**config.mk**
```make
export PLATFORM = sky130hd
export DESIGN_NAME = nor_gate_selftest
export DESIGN_NICKNAME = d
export VERILOG_FILES = /design/src/rtl/nor_gate_selftest.sv
export SDC_FILE = /design/constraint.sdc
export NUM_CORES = 1
export LEC_CHECK = 0
export CELL_PAD_IN_SITES_DETAIL_PLACEMENT = 1
export CELL_PAD_IN_SITES_GLOBAL_PLACEMENT = 1
export CORE_MARGIN = 2
export CORE_UTILIZATION = 38
export CTS_BUF_LIST = sky130_fd_sc_hd__clkbuf_8
export DETAILED_ROUTE_END_ITERATION = 6
export GPL_ROUTABILITY_DRIVEN = 0
export PLACE_DENSITY_LB_ADDON = 0.1
export SLEW_MARGIN = 30
export SYNTH_ARGS = -nofsm -noshare
export SYNTH_HDL_FRONTEND = slang
export SYNTH_SLANG_ARGS = --single-unit
```
**constraint.sdc**
```tcl
create_clock -name clk -period 1.95 [get_ports clk]
set_input_delay 0.585 -clock clk [delete_from_list [all_inputs] [get_ports clk]]
set_output_delay 0.585 -clock clk [all_outputs]
set_load 0.1 [all_outputs]
```
**src/rtl/nor_gate_selftest.sv**
```systemverilog
// nor_gate_selftest: built-in self-test sequencer for an N-input NOR gate.
// Walks every input vector, holds each for DWELL cycles, compares the gate
// output against the golden NOR on the last dwell cycle and reports results.
// Optional macro NOR_SELFTEST_STOP_ON_FAIL_EN: end the run at the first mismatch.
//
// Handshake: start is a level-sampled request with no ready signal. It is
// accepted on any rising edge where the engine is not busy (IDLE or DONE);
// while busy it is ignored entirely.
module nor_gate_selftest #(
  parameter int N     = 3,
  parameter int DWELL = 4
) (
  input  logic         clk,
  input  logic         rst,
  input  logic         start,
  input  logic         gate_y,
  output logic [N-1:0] gate_in,
  output logic         busy,
  output logic         done,
  output logic         pass,
  output logic [N:0]   err_count,
  output logic [N-1:0] fail_vec,
  output logic [1:0]   dbg_state
);

  typedef enum logic [1:0] {
    S_IDLE = 2'd0,
    S_RUN  = 2'd1,
    S_DONE = 2'd2
  } state_t;

  localparam int DW = (DWELL > 1) ? $clog2(DWELL) : 1;
  localparam logic [DW-1:0] DWELL_LAST = DW'(DWELL - 1);

`ifdef NOR_SELFTEST_STOP_ON_FAIL_EN
  localparam bit STOP_ON_FAIL = 1'b1;
`else
  localparam bit STOP_ON_FAIL = 1'b0;
`endif

  state_t          state_q, state_d;
  logic [N-1:0]    vec_q, vec_d;
  logic [DW-1:0]   dwell_q, dwell_d;
  logic [N:0]      err_q, err_d;
  logic [N-1:0]    fail_q, fail_d;
  logic            pass_q, pass_d;

  logic            compare_now;
  logic            mismatch;
  logic            last_vec;

  // Compare strobe and golden-model check for the vector currently applied.
  always_comb begin
    compare_now = (state_q == S_RUN) && (dwell_q == DWELL_LAST);
    mismatch    = (gate_y != ~|vec_q);
    // The all-ones vector is detected directly rather than via counter wrap.
    last_vec    = &vec_q;
  end

  // Next-state and datapath updates; every register holds by default.
  always_comb begin
    state_d = state_q;
    vec_d   = vec_q;
    dwell_d = dwell_q;
    err_d   = err_q;
    fail_d  = fail_q;
    pass_d  = pass_q;
    case (state_q)
      S_IDLE, S_DONE: begin
        if (start) begin
          state_d = S_RUN;
          vec_d   = '0;
          dwell_d = '0;
          err_d   = '0;
          fail_d  = '0;
          pass_d  = 1'b0;
        end
      end
      S_RUN: begin
        if (compare_now) begin
          dwell_d = '0;
          if (mismatch) begin
            err_d = err_q + (N+1)'(1);
            // First failure of the run is the only one latched.
            if (err_q == '0) fail_d = vec_q;
          end
          if (last_vec || (STOP_ON_FAIL && mismatch)) begin
            state_d = S_DONE;
            vec_d   = '0;
            pass_d  = (err_d == '0);
          end else begin
            vec_d = vec_q + N'(1);
          end
        end else begin
          dwell_d = dwell_q + DW'(1);
        end
      end
      default: state_d = S_IDLE;
    endcase
  end

  // State and result registers with asynchronous active-high reset.
  always_ff @(posedge clk or posedge rst) begin
    if (rst) begin
      state_q <= S_IDLE;
      vec_q   <= '0;
      dwell_q <= '0;
      err_q   <= '0;
      fail_q  <= '0;
      pass_q  <= 1'b0;
    end else begin
      state_q <= state_d;
      vec_q   <= vec_d;
      dwell_q <= dwell_d;
      err_q   <= err_d;
      fail_q  <= fail_d;
      pass_q  <= pass_d;
    end
  end

  // Outputs come straight from registers; busy/done are state decodes.
  always_comb begin
    gate_in   = vec_q;
    busy      = (state_q == S_RUN);
    done      = (state_q == S_DONE);
    pass      = pass_q;
    err_count = err_q;
    fail_vec  = fail_q;
    dbg_state = state_q;
  end

endmodule
```
# Yosys cells after proc, flatten, opt, wreduce, memory -nomap -nowiden
# Index checks and enable logic that the tools add are counted.
[word_totals]
in_bits = 4
ff_bits = 15
output_inout_bits = 15
elab_cells = 57
[classes]
reduce_logical = 14
n_addsub = 3
mux = 25
n_eq_ne = 9
[op_table]
columns = ["operator", "n"]
rows = [
  ["4-bit two-way mux", 5],
  ["3-bit two-way mux", 6],
  ["3-bit case mux with 2 select lines", 2],
  ["2-bit two-way mux", 5],
  ["3-bit AND reduction", 3],
  ["4-bit logical NOT", 2],
  ["2-bit by 1-bit inequality test with 1-bit output (second input constant)", 4],
  ["2-bit case mux with 2 select lines", 2],
  ["4-bit case mux with 2 select lines", 1],
  ["5-bit AND reduction", 1],
  ["4-bit by 1-bit adder with 4-bit output (second input constant)", 1],
  ["2-bit equality test (second input constant)", 2],
  ["4-bit AND reduction", 1],
  ["3-bit by 1-bit adder with 3-bit output (second input constant)", 1],
  ["1-bit two-way mux", 3],
  ["3-bit OR reduction", 1],
  ["2-bit by 1-bit adder with 2-bit output (second input constant)", 1],
  ["2-bit by 1-bit equality test with 1-bit output (second input constant)", 1],
  ["2-bit logical NOT", 1],
  ["2-bit inequality test (second input constant)", 1],
  ["1-bit case mux with 2 select lines", 1],
  ["2-bit AND reduction", 1],
  ["2-bit nonzero test", 1],
  ["2-bit OR reduction", 1],
  ["other kinds (3)", 3],
]

# Logic depth before layout (Yosys ltp)
[depth]
word_depth = 10
ltp_mapped = 7
ltp_nobuf = 7

# Worst setup path after synthesis
# Ideal clock, no wire load.
[synth_path]
path_kind = "register -> register"
startpoint = "register state_q[0] (netlist: dbg_state[0])"
endpoint = "register vec_q[0] (netlist: gate_in[0])"
n_path_buf = 1
arrival_time_ns = 2.399
path_slack_ns = -0.532
required_time_ns = 1.867
synth_period_minus_slack_ns = 2.482
path_stages_with_launch = 8
setup_ns = 0.083
cell_sequence = "dfrtp_1 > nand2b_1 > inv_2 > and2_4 > buf_6 > nor2_2 > or4_1 > o21ai_0"
[synth_between]
elab_chain_len = 4
elab_cells_between_ends = 10
classes_between = "eq/ne: 4; mux: 1; reduce/logical: 5"
[synth_lines]
columns = ["item", "line_no", "text"]
rows = [
  ["start, declared", "41", "state_t state_q, state_d;"],
  ["start signal, assigned", "112", "state_q <= state_d;"],
  ["2-bit by 1-bit equality test with 1-bit output *", "-", ""],
  ["via busy", "18", "output logic busy,"],
  ["1-bit logical AND", "54", "compare_now = (state_q == S_RUN) && (dwell_q == DWELL_LAST);"],
  ["2-bit by 1-bit inequality test with 1-bit output (no line)", "-", ""],
  ["3-bit AND reduction (no line)", "-", ""],
  ["end signal, assigned", "113", "vec_q <= vec_d;"],
  ["end, declared", "42", "logic [N-1:0] vec_q, vec_d;"],
]
# Mark *: on every way through the listed nets, which the timed path passes. The rest lies on a longest branch.
# A chain may end at the register's enable or synchronous reset.

# Worst setup path in the final report
[layout_path]
startpoint = "register state_q[0] (netlist: dbg_state[0])"
endpoint = "output done"
[layout_between]
elab_chain_len = 1
[layout_lines]
columns = ["item", "line_no", "text"]
rows = [
  ["2-bit equality test", "125", "done = (state_q == S_DONE);"],
  ["end, declared", "19", "output logic done,"],
]
# Every way passes these cells.

==> key figures <==
Outcome
  – Status: finished, final reports clean

Layout
  – # diodes: 0
  – Cell Count, Final, Fillers Out: 129
  – Post-route cell area: 1240 sq um
  – Layout cells sized above 1: 32.4%
  – Final nets: 113
  – Area grow syn2layout: 54.4%

Synth
  – Async SR Flop Fraction: 100%
  – Syn Inst Count: 79
  – Seq/Total Area, Yosys: 46.7%
  – Yosys reg bits: 15
  – Syn Nets: 89
  – Synth warn: 0
  – Number of flops mapped to enable cells by yosys: 0
  – Cell Area, Synth: 803 sq um
  – Prevailing post-synth register cell: dfrtp_1
  – Yosys cell types: 27
  – Syn_area_per_cell: 10.2 sq um

Hold path
  – Hold Path End: dwell_q[0]$_DFFE_PP0P_
  – Worst hold path type: flip-flop to flip-flop
  – Min-delay src: dwell_q[0]$_DFFE_PP0P_
  – Cells on Worst Hold Path: 1

STA
  – Slew @ Worst Pin: 0.298 ns
  – Worst hold slack: 0.510 ns
  – Fmax: 530 MHz
  – RSZ-0062 raised after global routing: no
  – Hold Violations, Final: 0
  – Slew Limit Fails: 0
  – Relative slew slack: 80.1%
  – Fin crit share: 96.8%
  – Worst Skew: 0.00404 ns
  – Minimum clock period after layout: 1.89 ns
  – Endpoints failing setup: 0

Route
  – Drt pass-1 iters: 4
  – Residual DRC: 0
  – ANT nets after route: 0
  – WL final: 2170 um
  – Vias/cell: 5.26
  – Drt wl/cell: 16.8 um
  – Vias: 678
  – Initial DRC count: 7

Setup path
  – R2R Setup Slk: 0.17 ns
  – Reg2reg end: err_count[3]$_DFFE_PP0P_
  – Reg-to-Reg Start: gate_in[0]$_DFFE_PP0P_
  – Peak fanout along the critical path: 6
  – CP startpoint kind: flip-flop
  – Setup crit end kind: output pin
  – Worst Path Required: 1.36 ns
  – Worst R2R Path Depth: 7
  – Crit Path Class: flip-flop to output pin
  – Data arrival, critical path: 1.30 ns

Clock network
  – Htree depth: 1
  – TritonCTS Buffers: 3
  – Post-CTS Setup Bufs: 0
  – Clk_lat worst skew: 0.25 ns
  – Clk buf depth: 2
  – CTS tree: yes
  – CTS sink cnt: 15
  – CTS root buffer: clkbuf_8
  – Worst-path clk slew: 0.06 ns

Placed design
  – Hpwl dp: 1700 um
  – Placed Cells: 125
  – Input/output buffers: 18
  – Placed Instance Area: 1190 sq um

Global route
  – Global route total overflow: 0
  – Number of global-route vias before repair: 752
  – GR Util All Layers: 20.3%
  – Pin count of the biggest net entering global routing: 16
  – Initial antenna violation count: 0
  – First-pass GRT wire length: 3720 um

Die
  – Die W: 50.0 um
  – Num rows: 16
  – Die area: 2500 sq um
  – I/O Pins: 19
  – Core box area: 1980 sq um
  – Initial Utilization: 40.5%
  – Die Y: 50.0 um

Job
  – MaxCap Viol Count: 0
-- worst max-delay path, cell delays in order, from the launching register on --
cell and delay, ns:
dfrtp_4 0.51, or2b_1 0.28, clkinvlp_4 0.10, buf_12 0.17
-- worst max-delay path by stage --
stage	start	end	slack, ns
CTS	dbg_state[0]$_DFFE_PP0P_	done	0.05
global placement	gate_y	pass$_DFFE_PP0P_	-0.04
finish	dbg_state[0]$_DFFE_PP0P_	done	0.06
global route	dbg_state[0]$_DFFE_PP0P_	done	0.03
floorplan	dbg_state[1]$_DFFE_PP0P_	gate_in[0]$_DFFE_PP0P_	-0.07
detailed placement	gate_y	err_count[3]$_DFFE_PP0P_	-0.08
-- cell families (layout without fill, tap and decap cells) --
group | after synthesis | after routing | share of synthesized area, %
buf+inv | 9 | 32 | 5.14
fa+ha+maj | 6 | 6 | 9.35
flops | 15 | 15 | 46.7
xor+xnor | 3 | 3 | 4.21
compound gates | 18 | 18 | 15.7
simple gates | 28 | 28 | 18.8
-- metal layers --
| layer | up-vias | GRT usage (%) | wire [um] |
|---|---|---|---|
| met2 | 16 | 36.0 | 1190 |
| li1 | 318 | - | - |
| met5 | - | 0 | 0 |
| met1 | 342 | 23.4 | 862 |
| met3 | 2 | 6.97 | 102 |
| met4 | 0 | 4.17 | 14 |
-- flip-flops by register name (all words and copies together) (netlist names) --
name,cells
dbg_state,2
dwell_q,2
err_count,4
fail_vec,3
gate_in,3
pass,1
-- layout make-up --
class	instances	area, sq um
Clock buffer	3	41.3
Clock inverter	1	5.00
Fill cell	197	742
Inverter	8	36.3
Multi-Input combinational cell	55	394
Sequential cell	15	384
Tap cell	27	33.8
Timing Repair Buffer	20	345
-- Yosys cell counts (all sizes together), types with 2 or more instances --
library cell  number  share of area, %
a22o               7               7.6
dfrtp             15                47
ha                 6               9.3
inv                8               3.7
nand2             11               5.1
nand2b             3               3.3
nand3              2               1.2
nor2               5               2.6
o21ai              7               4.4
xnor2              2               3.1
-- layout by cell type (no fill, tap or decap), types with 2 or more instances in the layout --
| cell | count |
|---|---|
| a22o_1 | 7 |
| buf_12 | 15 |
| buf_4 | 2 |
| clkbuf_8 | 3 |
| clkdlybuf4s50_1 | 3 |
| dfrtp_1 | 10 |
| dfrtp_2 | 4 |
| ha_1 | 6 |
| inv_1 | 6 |
| nand2_1 | 11 |
| nand2b_1 | 2 |
| nand3_1 | 2 |
| nor2_1 | 4 |
| o21ai_0 | 7 |
-- repair_timing --
| action | 4_1_cts | 5_1_grt |
|---|---|---|
| hold buffers | 0 | 0 |
| gates resized for setup | 0 | 1 |
| setup endpoints to repair | 0 | 1 |
-- per-stage QoR --
step / utilization, % / setup TNS [ns] / setup slack [ns]
2_1_floorplan: - / -0.0700 / -0.0700
3_3_place_gp: 59.8 / -0.0484 / -0.0430
3_5_place_dp: 59.8 / -0.147 / -0.0751
4_1_cts: 62.2 / 0 / 0.0497
5_1_grt: 62.6 / 0 / 0.0304
6_report: 62.6 / 0 / 0.0617
Power is not shown: default switching activity piles up to over one toggle a cycle in this logic, so the estimate is an artifact.
